File: src/rtl/rgb565_pkg.sv
// Shared types and constants for the RGB565 receive path.
package rgb565_pkg;

    typedef enum logic [1:0] {
        IDLE,
        ACTIVE,
        DONE
    } seq_state_t;

    typedef logic [15:0] pixel_t;

    typedef struct packed {
        logic [4:0] r;
        logic [5:0] g;
        logic [4:0] b;
    } rgb565_t;

    localparam int PIXELS_PER_BEAT = 2;

    // Counter width that never collapses to zero bits for tiny geometries.
    function automatic int clog2_min1(input int v);
        return (v <= 2) ? 1 : $clog2(v);
    endfunction

endpackage

File: src/rtl/rgb565.sv
// Combinational RGB565 decoder: unpacks one payload beat into a pixel pair.
module rgb565
    import rgb565_pkg::*;
(
    input  logic [2*PIXELS_PER_BEAT-1:0][7:0] image_data,
    output pixel_t [PIXELS_PER_BEAT-1:0]      rgb
);

    for (genvar p = 0; p < PIXELS_PER_BEAT; p++) begin : g_pix
        rgb565_t px;
        // Little-endian on the wire: low byte carries G[2:0] and B.
        assign px.r = image_data[2*p+1][7:3];
        assign px.g = {image_data[2*p+1][2:0], image_data[2*p][7:5]};
        assign px.b = image_data[2*p][4:0];
        assign rgb[p] = pixel_t'(px);
    end

endmodule

File: src/rtl/rgb565_frame_sequencer.sv
// Frame/line sequencer: tags decoded pixel pairs with x/y and flags short/long frames.
// Optional statistics counters are enabled by defining RGB565_SEQ_STATS_EN.
module rgb565_frame_sequencer
    import rgb565_pkg::*;
#(
    parameter int IMAGE_WIDTH  = 640,
    parameter int IMAGE_HEIGHT = 480
) (
    input  logic                                  clock,
    input  logic                                  reset,
    input  logic [2*PIXELS_PER_BEAT-1:0][7:0]     image_data,
    input  logic                                  image_data_enable,
    input  logic                                  frame_start,
    input  logic                                  frame_end,
    output pixel_t [PIXELS_PER_BEAT-1:0]          rgb,
    output logic                                  rgb_enable,
    output logic [clog2_min1(IMAGE_WIDTH)-1:0]    x,
    output logic [clog2_min1(IMAGE_HEIGHT)-1:0]   y,
    output logic                                  frame_active,
    output logic                                  line_done,
    output logic                                  frame_done,
    output logic                                  underrun,
    output logic                                  overrun
`ifdef RGB565_SEQ_STATS_EN
    ,
    output logic [15:0]                           frame_count,
    output logic [15:0]                           error_count
`endif
);

    localparam int XW = clog2_min1(IMAGE_WIDTH);
    localparam int YW = clog2_min1(IMAGE_HEIGHT);
    localparam logic [XW-1:0] X_LAST = XW'(IMAGE_WIDTH - PIXELS_PER_BEAT);
    localparam logic [YW-1:0] Y_LAST = YW'(IMAGE_HEIGHT - 1);

    if ((IMAGE_WIDTH % 2) != 0 || IMAGE_WIDTH < 2) begin : g_bad_width
        $error("rgb565_frame_sequencer: IMAGE_WIDTH must be even and >= 2");
    end

    seq_state_t state, state_nxt;
    logic [XW-1:0] x_cnt, x_cnt_nxt, x_eff;
    logic [YW-1:0] y_cnt, y_cnt_nxt, y_eff;
    logic          in_frame, beat, last_col, last_pair;
    pixel_t [PIXELS_PER_BEAT-1:0] dec_rgb;

    logic rgb_enable_d, line_done_d, frame_done_d, underrun_d, overrun_d;

    rgb565 u_dec (
        .image_data (image_data),
        .rgb        (dec_rgb)
    );

    always_ff @(posedge clock or posedge reset) begin
        if (reset) begin
            state <= IDLE;
            x_cnt <= '0;
            y_cnt <= '0;
        end else begin
            state <= state_nxt;
            x_cnt <= x_cnt_nxt;
            y_cnt <= y_cnt_nxt;
        end
    end

    // frame_start takes effect before the same-cycle beat; frame_end after it.
    always_comb begin
        in_frame  = frame_start || (state == ACTIVE);
        x_eff     = frame_start ? '0 : x_cnt;
        y_eff     = frame_start ? '0 : y_cnt;
        beat      = image_data_enable && in_frame;
        last_col  = (x_eff == X_LAST);
        last_pair = beat && last_col && (y_eff == Y_LAST);

        state_nxt = state;
        x_cnt_nxt = x_eff;
        y_cnt_nxt = y_eff;
        if (beat) begin
            if (last_col) begin
                x_cnt_nxt = '0;
                y_cnt_nxt = (y_eff == Y_LAST) ? '0 : y_eff + 1'b1;
            end else begin
                x_cnt_nxt = x_eff + XW'(PIXELS_PER_BEAT);
            end
        end

        if (frame_start) begin
            state_nxt = last_pair ? DONE : ACTIVE;
        end else begin
            case (state)
                ACTIVE:  state_nxt = frame_end ? IDLE : (last_pair ? DONE : ACTIVE);
                DONE:    state_nxt = frame_end ? IDLE : DONE;
                default: state_nxt = IDLE;
            endcase
        end
    end

    always_comb begin
        rgb_enable_d = beat;
        line_done_d  = beat && last_col;
        frame_done_d = last_pair;
        underrun_d   = (state == ACTIVE) && (frame_start || (frame_end && !last_pair));
        overrun_d    = (state == DONE) && !frame_start && image_data_enable;
    end

    always_ff @(posedge clock or posedge reset) begin
        if (reset) begin
            rgb          <= '0;
            rgb_enable   <= 1'b0;
            x            <= '0;
            y            <= '0;
            frame_active <= 1'b0;
            line_done    <= 1'b0;
            frame_done   <= 1'b0;
            underrun     <= 1'b0;
            overrun      <= 1'b0;
        end else begin
            rgb_enable   <= rgb_enable_d;
            line_done    <= line_done_d;
            frame_done   <= frame_done_d;
            underrun     <= underrun_d;
            overrun      <= overrun_d;
            frame_active <= (state == ACTIVE);
            if (beat) begin
                rgb <= dec_rgb;
                x   <= x_eff;
                y   <= y_eff;
            end
        end
    end

`ifdef RGB565_SEQ_STATS_EN
    always_ff @(posedge clock or posedge reset) begin
        if (reset) begin
            frame_count <= '0;
            error_count <= '0;
        end else begin
            if (frame_done_d && frame_count != 16'hFFFF)
                frame_count <= frame_count + 16'd1;
            if ((underrun_d || overrun_d) && error_count != 16'hFFFF)
                error_count <= error_count + 16'd1;
        end
    end
`endif

endmodule

File: config.mk
export PLATFORM = sky130hd
export DESIGN_NAME = rgb565_frame_sequencer
export DESIGN_NICKNAME = d
export VERILOG_FILES = /design/src/rtl/rgb565_pkg.sv /design/src/rtl/rgb565.sv /design/src/rtl/rgb565_frame_sequencer.sv
export SDC_FILE = /design/constraint.sdc
export NUM_CORES = 1
export LEC_CHECK = 0
export CAP_MARGIN = 15
export CORE_ASPECT_RATIO = 1.1
export CORE_MARGIN = 1
export CORE_UTILIZATION = 44
export DETAILED_ROUTE_END_ITERATION = 7
export PLACE_DENSITY = 0.86
export SYNTH_ARGS = -nofsm -noshare
export SYNTH_HDL_FRONTEND = slang
export SYNTH_HIERARCHICAL = 1
export SYNTH_SLANG_ARGS = --single-unit
File: constraint.sdc
create_clock -name clock -period 2.8 [get_ports clock]
set_clock_uncertainty 0.1 [all_clocks]
set_input_delay 0.56 -clock clock [delete_from_list [all_inputs] [get_ports clock]]
set_output_delay 0.56 -clock clock [all_outputs]
set_load 0.01 [all_outputs]
==> insert_results.sql, run 1 <==
INSERT INTO impl_metrics (metric_group, metric, value, unit) VALUES
('outcome', 'status', 'completed', ''),
('timing', 'setup_slack', '0.313', 'ns'),
('synth', 'synth-adder-area-share', '1.44', '%'),
('synth', 'postSynthNetCount', '412', ''),
('timing', 'final-hold-violation-count', '0', ''),
('synth', 'post_synth_and_or_nand_nor_area_fraction', '23.7', '%'),
('power_and_ir_drop', 'share_seq_of_total_power', '49.5', '%'),
('floorplan', 'die_area', '8270', 'sq um'),
('synth', 'dominant_combinational_cell_family_by_area_after_synthesis', 'simple AND/OR/NAND/NOR gates', ''),
('timing', 'worst-slew-pin-transition', '0.354', 'ns'),
('power_and_ir_drop', 'vdd_drop_max', '0.289', 'mV'),
('synth', 'synth.largest_area_cell', 'dfrtp_1', ''),
('grt', 'grt_use_total', '19.0', '%'),
('placement', 'pre_cts_slack', '0.0540', 'ns'),
('worst_hold_path', 'hold_path_depth', '2', ''),
('cts', 'clockRootBuffer', 'clkbuf_8', ''),
('critical_path', 'critPathLaunchType', 'input port', ''),
('grt', 'overflow', '0', ''),
('timing', 'rsz0062_at_grt', 'false', ''),
('cts', 'cts_repair_resize_count', '0', ''),
('drt', 'routed_via_density', '4.78', ''),
('timing', 'fin_tns_setup', '0', 'ns'),
('critical_path', 'timing.reg2reg.worst_path_depth', '7', ''),
('worst_hold_path', 'worst_hold_startpoint', 'rgb[30]', ''),
('synth', 'synthesis.yosys.warnings', '6', ''),
('critical_path', 'timing.rr.end', 'y_cnt[6]', ''),
('job', 'maxCapViolations', '0', ''),
('timing', 'worst_slew_margin_relative_to_its_limit', '76.1', '%'),
('critical_path', 'timing_worst_setup_path_type', 'input port to flop', ''),
('drt', 'drt.antenna.violating_nets', '0', ''),
('synth', 'synth_compound_area_share', '5.17', '%'),
('synth', 'muxShareOfSynthArea', '1.55', '%'),
('grt', 'grt_first_pass_wirelength', '12000', 'um'),
('critical_path', 'worst_ep_required_time', '2.90', 'ns'),
('cts', 'tritoncts', 'done', ''),
('cts', 'clock_transition_time_at_the_flip_flop_clock_pins_of_the_worst_setup_and_hold_paths', '0.08', 'ns'),
('floorplan', 'core_region_area', '7560', 'sq um'),
('critical_path', 'ff_to_ff_start', 'state[1]', ''),
('placement', 'globalplace.congestion', '0.836', ''),
('worst_hold_path', 'min_delay_worst_endpoint', 'rgb[30]', ''),
('drt', 'routed_wire_length_per_instance', '13.0', 'um'),
('power_and_ir_drop', 'p_int', '1.89', 'mW'),
('power_and_ir_drop', 'power_density_cells', '538', 'nW/um^2'),
('drt', 'postRouteWirelength', '7200', 'um'),
('power_and_ir_drop', 'clock_power_share', '35.9', '%'),
('drt', 'drtIter0Drc', '101', ''),
('power_and_ir_drop', 'switching_power', '594', 'uW'),
('power_and_ir_drop', 'power_frac_comb', '14.6', '%'),
('critical_path', 'timing.reg2reg.setup_slack', '0.46', 'ns'),
('cts', 'cts_made_buffers', '9', ''),
('synth', 'yosys.area_share.xor_xnor', '2.01', '%'),
('drt', 'drt_first_pass_iters', '5', ''),
('drt', 'drc', '0', ''),
('timing', 'final_max_slew_viol_count', '0', ''),
('power_and_ir_drop', 'p_leak', '2.18', 'nW'),
('placement', 'dp_hpwl', '5260', 'um'),
('grt', 'number_of_antenna_violations_at_the_first_check_in_global_routing', '0', ''),
('grt', 'maximum_number_of_pins_on_one_net_before_global_route_repair', '55', ''),
('timing', 'post-route-period-util', '88.8', '%'),
('layout', 'layout.nets', '486', ''),
('worst_hold_path', 'min_path_type', 'flop to flop', ''),
('synth', 'netlist.area_leader.share', '56.1', '%'),
('synth', 'synth_flop_type', 'dfrtp_1', ''),
('timing', 'timing.final.crit_period', '2.49', 'ns'),
('floorplan', 'core.rowCount', '33', ''),
('timing', 'final.hold.worst_slack', '0.379', 'ns'),
('placement', 'post_dp_cell_area', '4410', 'sq um'),
('synth', 'synth_seq_area_share', '56.1', '%'),
('critical_path', 'critical_path.max_fanout', '21', ''),
('synth', 'synth_cells', '371', ''),
('layout', 'antenna_cells_inserted', '0', '');
metal layers:
| layer | GRT usage (%) | vias to the layer above | part of all wire [%] |
|---|---|---|---|
| met5 | 0 | - | 0 |
| met4 | 5.83 | 0 | 0.71 |
| met3 | 5.19 | 7 | 5.3 |
| met2 | 32.5 | 77 | 51 |
| met1 | 23.3 | 1260 | 43 |
| li1 | - | 1308 | - |
cell families after synthesis:
| group | after synthesis |
|---|---|
| flip-flops | 78 |
| AND/OR/NAND/NOR | 187 |
| adder cells (fa/ha/maj) | 4 |
| AO/OA/AOI/OAI | 30 |
| XOR/XNOR | 8 |
| buffers and inverters | 59 |
| multiplexers | 5 |
final cells by class:
class	instances	area, sq um
timing repair buffer	111	1090
clock inverter	6	86.3
clock buffer	10	128
fill	616	2940
sequential	78	1950
multi-input combinational	234	1190
tap	105	131
inverter	11	41.3
worst max-delay path, cell delays in order:
cell	delay [ns]
clkdlybuf4s50_1	0.51
buf_12	0.21
and4b_1	0.27
nand4_1	0.27
buf_4	0.26
o311ai_0	0.37
o31ai_1	0.13
per-stage QoR:
step                util (%)  cells
finish                  61.1    555
global route            61.1    555
CTS                     61.1    555
detailed placement      58.3    539
global placement        58.3    539
floorplan                  -    371
cells in the final DEF (no fill, tap or decap), drive strengths merged, types with 3 or more instances in the layout:
cell type	Yosys	layout
nand2	140	140
clkdlybuf4s50	0	93
inv	11	11
o21ai	16	16
o31ai	3	3
dfrtp	78	78
nor2b	5	5
mux2	3	3
nand4	5	5
xnor2	6	6
nor2	7	7
nand2b	3	3
buf	35	18
nand3b	3	3
a21oi	3	3
a21o	3	3
nand3	3	3
clkbuf	13	10
nor4	3	3
ha	4	4
clkinv	0	3
nor3	7	7
how the worst max path moves through the flow:
stage,start,end
6_report,frame_start,y_cnt[6]
5_1_grt,frame_start,y_cnt[6]
4_1_cts,frame_start,y_cnt[6]
3_5_place_dp,frame_start,y_cnt[6]
3_3_place_gp,frame_start,y_cnt[7]
2_1_floorplan,reset,frame_active
power groups by stage:
stage	logic (mW)	clock network [mW]	registers (mW)
after floorplan	0.145	0	1.28
final	0.362	0.893	1.23
after detailed placement	0.368	0	1.25
after global placement	0.357	0	1.25
after CTS	0.368	0.918	1.23
after global routing	0.397	0.969	1.24
sequential cells by signal (all words and copies together), names as in the netlist:
| name | count |
|---|---|
| overrun | 1 |
| underrun | 1 |
| line_done | 1 |
| y_cnt | 9 |
| rgb_enable | 1 |
| frame_active | 1 |
| frame_done | 1 |
| state | 2 |
| x | 10 |
| y | 9 |
| x_cnt | 10 |
| rgb | 32 |
Power figures use the tool's default switching activity.
==> run 2: changes to the inputs <==
--- a/config.mk
+++ b/config.mk
@@ -7,9 +7,9 @@
 export LEC_CHECK = 0
 export CAP_MARGIN = 15
 export CORE_ASPECT_RATIO = 1.1
-export CORE_MARGIN = 1
 export CORE_UTILIZATION = 44
 export DETAILED_ROUTE_END_ITERATION = 7
+export GPL_TIMING_DRIVEN = 0
 export PLACE_DENSITY = 0.86
 export SYNTH_ARGS = -nofsm -noshare
 export SYNTH_HDL_FRONTEND = slang
==> run 2 against run 1 <==
Compared with the run above:
- via count increased by 3.8%
- wire length increased by 6.6%
- flip-flop and latch count unchanged
- worst setup slack got worse by 0.21 ns
==> insert_results.sql, run 2 (same netlist as run 1, synthesis figures left out) <==
INSERT INTO impl_metrics (metric_group, metric, value, unit) VALUES
('outcome', 'status', 'completed', ''),
('floorplan', 'die_area', '8270', 'sq um'),
('timing', 'fin_tns_setup', '0', 'ns'),
('timing', 'timing.final.crit_period', '2.70', 'ns'),
('floorplan', 'starting_density_of_the_core', '46.1', '%'),
('job', 'maxCapViolations', '0', ''),
('critical_path', 'end_kind', 'flop', ''),
('critical_path', 'critical-path-max-stage-delay', '0.62', 'ns'),
('layout', 'sequential_cell_area', '1950', 'sq um'),
('layout', 'final_core_util', '60.0', '%'),
('critical_path', 'crit_chain', 'clkdlybuf4s50_1 -> buf_6 -> clkinvlp_4 -> nand2_1 -> inv_1 -> ha_1 -> nand2_1 -> nor4_4 -> buf_4 -> or4_1 -> a31oi_1', ''),
('placement', 'globalplace.congestion', '0.863', ''),
('cts', 'clockRootBuffer', 'clkbuf_8', ''),
('floorplan', 'die_height', '95.3', 'um'),
('drt', 'postRouteWirelength', '7680', 'um'),
('grt', 'grt_first_pass_wirelength', '12800', 'um'),
('drt', 'drt_first_pass_iters', '4', ''),
('placement', 'post-place-cells', '538', ''),
('drt', 'routed_wire_length_per_instance', '13.8', 'um'),
('critical_path', 'critical_path.max_fanout', '10', ''),
('layout', 'fill_cells', '632', ''),
('floorplan', 'fp.dieW', '86.8', 'um'),
('layout', 'registers.top_by_ff_count', 'rgb', ''),
('cts', 'post_cts_hold_buffer_count', '0', ''),
('layout', 'layout_commonest_cell', 'nand2_1', ''),
('cts', 'h-tree-depth', '3', ''),
('cts', 'clock_sinks', '78', ''),
('timing', 'worst-slew-pin-transition', '0.589', 'ns'),
('drt', 'drtIter0Drc', '204', ''),
('grt', 'grt_use_total', '20.4', '%'),
('power_and_ir_drop', 'power_density_cells', '564', 'nW/um^2'),
('floorplan', 'top_level_i_o_count', '94', ''),
('timing', 'final_setup_viols', '0', ''),
('power_and_ir_drop', 'p_leak', '2.20', 'nW'),
('power_and_ir_drop', 'vdd_drop_max', '0.449', 'mV'),
('layout', 'reg_top3', 'rgb x32, x x10, x_cnt x10', ''),
('layout', 'area_delta_synth_final', '30.2', '%'),
('critical_path', 'worst_ep_required_time', '2.98', 'ns'),
('power_and_ir_drop', 'total_power', '2.56', 'mW'),
('critical_path', 'cpMaxStageDelayCell', 'clkdlybuf4s50_1', ''),
('cts', 'clk-insertion-delay-late', '0.36', 'ns'),
('critical_path', 'crit_arrival', '2.88', 'ns'),
('layout', 'stdcell_count', '558', ''),
('layout', 'multi_input_area', '1190', 'sq um'),
('layout', 'mostFrequentLayoutCells', '140 x nand2_1, 78 x dfrtp_1, 61 x clkdlybuf4s50_1', ''),
('floorplan', 'core.rowCount', '33', ''),
('placement', 'port_buffers', '61', ''),
('cts', 'cts_buffer_depth', '2', ''),
('drt', 'drt.antenna.violating_nets', '0', ''),
('grt', 'maximum_number_of_pins_on_one_net_before_global_route_repair', '49', ''),
('timing', 'final_max_slew_viol_count', '0', ''),
('layout', 'drive_above_1_share', '14.3', '%'),
('layout', 'antenna_cells_inserted', '0', ''),
('grt', 'number_of_global_route_vias_before_repair', '2747', ''),
('drt', 'routed_via_density', '4.94', ''),
('timing', 'final-hold-violation-count', '0', ''),
('cts', 'clock_transition_time_at_the_flip_flop_clock_pins_of_the_worst_setup_and_hold_paths', '0.08', 'ns'),
('grt', 'overflow', '0', ''),
('worst_hold_path', 'min_path_type', 'input port to flop', ''),
('cts', 'tritoncts', 'done', ''),
('timing', 'final.hold.worst_slack', '0.289', 'ns'),
('timing', 'post-route-period-util', '96.4', '%'),
('timing', 'max_freq', '0.371', 'GHz'),
('layout', 'flip_flop_count_of_the_largest_register_after_layout', '32', ''),
('placement', 'dp_hpwl', '5360', 'um'),
('grt', 'number_of_antenna_violations_at_the_first_check_in_global_routing', '0', ''),
('layout', 'layout.nets', '489', ''),
('drt', 'drc', '0', ''),
('timing', 'worst_slew_margin_relative_to_its_limit', '60.8', '%'),
('critical_path', 'critPathLaunchType', 'input port', ''),
('floorplan', 'core_region_area', '7560', 'sq um'),
('critical_path', 'cpMostUsedCell', 'nand2_1', ''),
('cts', 'cts_made_buffers', '9', ''),
('drt', 'route.vias.total', '2754', ''),
('critical_path', 'timing_worst_setup_path_type', 'input port to flop', ''),
('timing', 'rsz0062_at_grt', 'false', '');
-- run 2: final timing paths --
| path | startpoint | to | slack [ns] | cells past startpoint |
|---|---|---|---|---|
| worst min register to register | y[5] | y[5] | 0.38 | 2 |
| worst min-delay path | image_data[3] | rgb[3] | 0.29 | 3 |
| max in group asynchronous | reset | y_cnt[2] | 1.59 | 3 |
| worst max-delay path | frame_start | y_cnt[7] | 0.10 | 11 |
| worst max register to register | state[0] | y[2] | 0.29 | 5 |
| min in group asynchronous | reset | y_cnt[4] | 0.45 | 2 |
-- run 2: layout make-up --
| type | count | share of cell area, % |
|---|---|---|
| buffer | 47 | 6.76 |
| clock buffer | 13 | 3.73 |
| clock inverter | 3 | 1.43 |
| inverter | 11 | 1.05 |
| multi-input combinational | 234 | 26.2 |
| sequential | 78 | 43.0 |
| tap | 105 | 2.90 |
| timing repair buffer | 67 | 14.9 |
-- run 2: power by group --
group / switching [mW] / internal (mW)
logic: 0.169 / 0.180
clock network: 0.404 / 0.574
registers: 0.0370 / 1.19
total: 0.610 / 1.95
-- run 2: metrics by stage --
stage / cell area (sq um) / setup WS [ns]
2_1_floorplan: 3480 / 0.145
3_3_place_gp: 4220 / -1.03
3_5_place_dp: 4250 / -0.836
4_1_cts: 4520 / 0.00136
5_1_grt: 4530 / 0.00910
6_report: 4530 / 0.101
-- run 2: metal layers --
| metal | GRT usage [%] | up-vias | wire, um |
|---|---|---|---|
| met3 | 6.15 | 7 | 467 |
| met1 | 24.2 | 1333 | 3150 |
| met4 | 6.81 | 0 | 92 |
| met5 | 0 | - | 0 |
| met2 | 35.3 | 95 | 3970 |
| li1 | - | 1319 | - |
-- run 2: what timing repair did --
action                     CTS  global route
pin swaps                    1             0
gates resized for setup      2             0
buffers inserted             3             2
setup endpoints to repair   10             2
-- run 2: worst max-delay path, delay by kind of cell --
| family | cells | cell delay (ns) |
|---|---|---|
| adder cells (fa/ha/maj) | 1 | 0.20 |
| AO/OA/AOI/OAI | 1 | 0.17 |
| AND/OR/NAND/NOR | 4 | 0.78 |
| buffers and inverters | 5 | 1.15 |
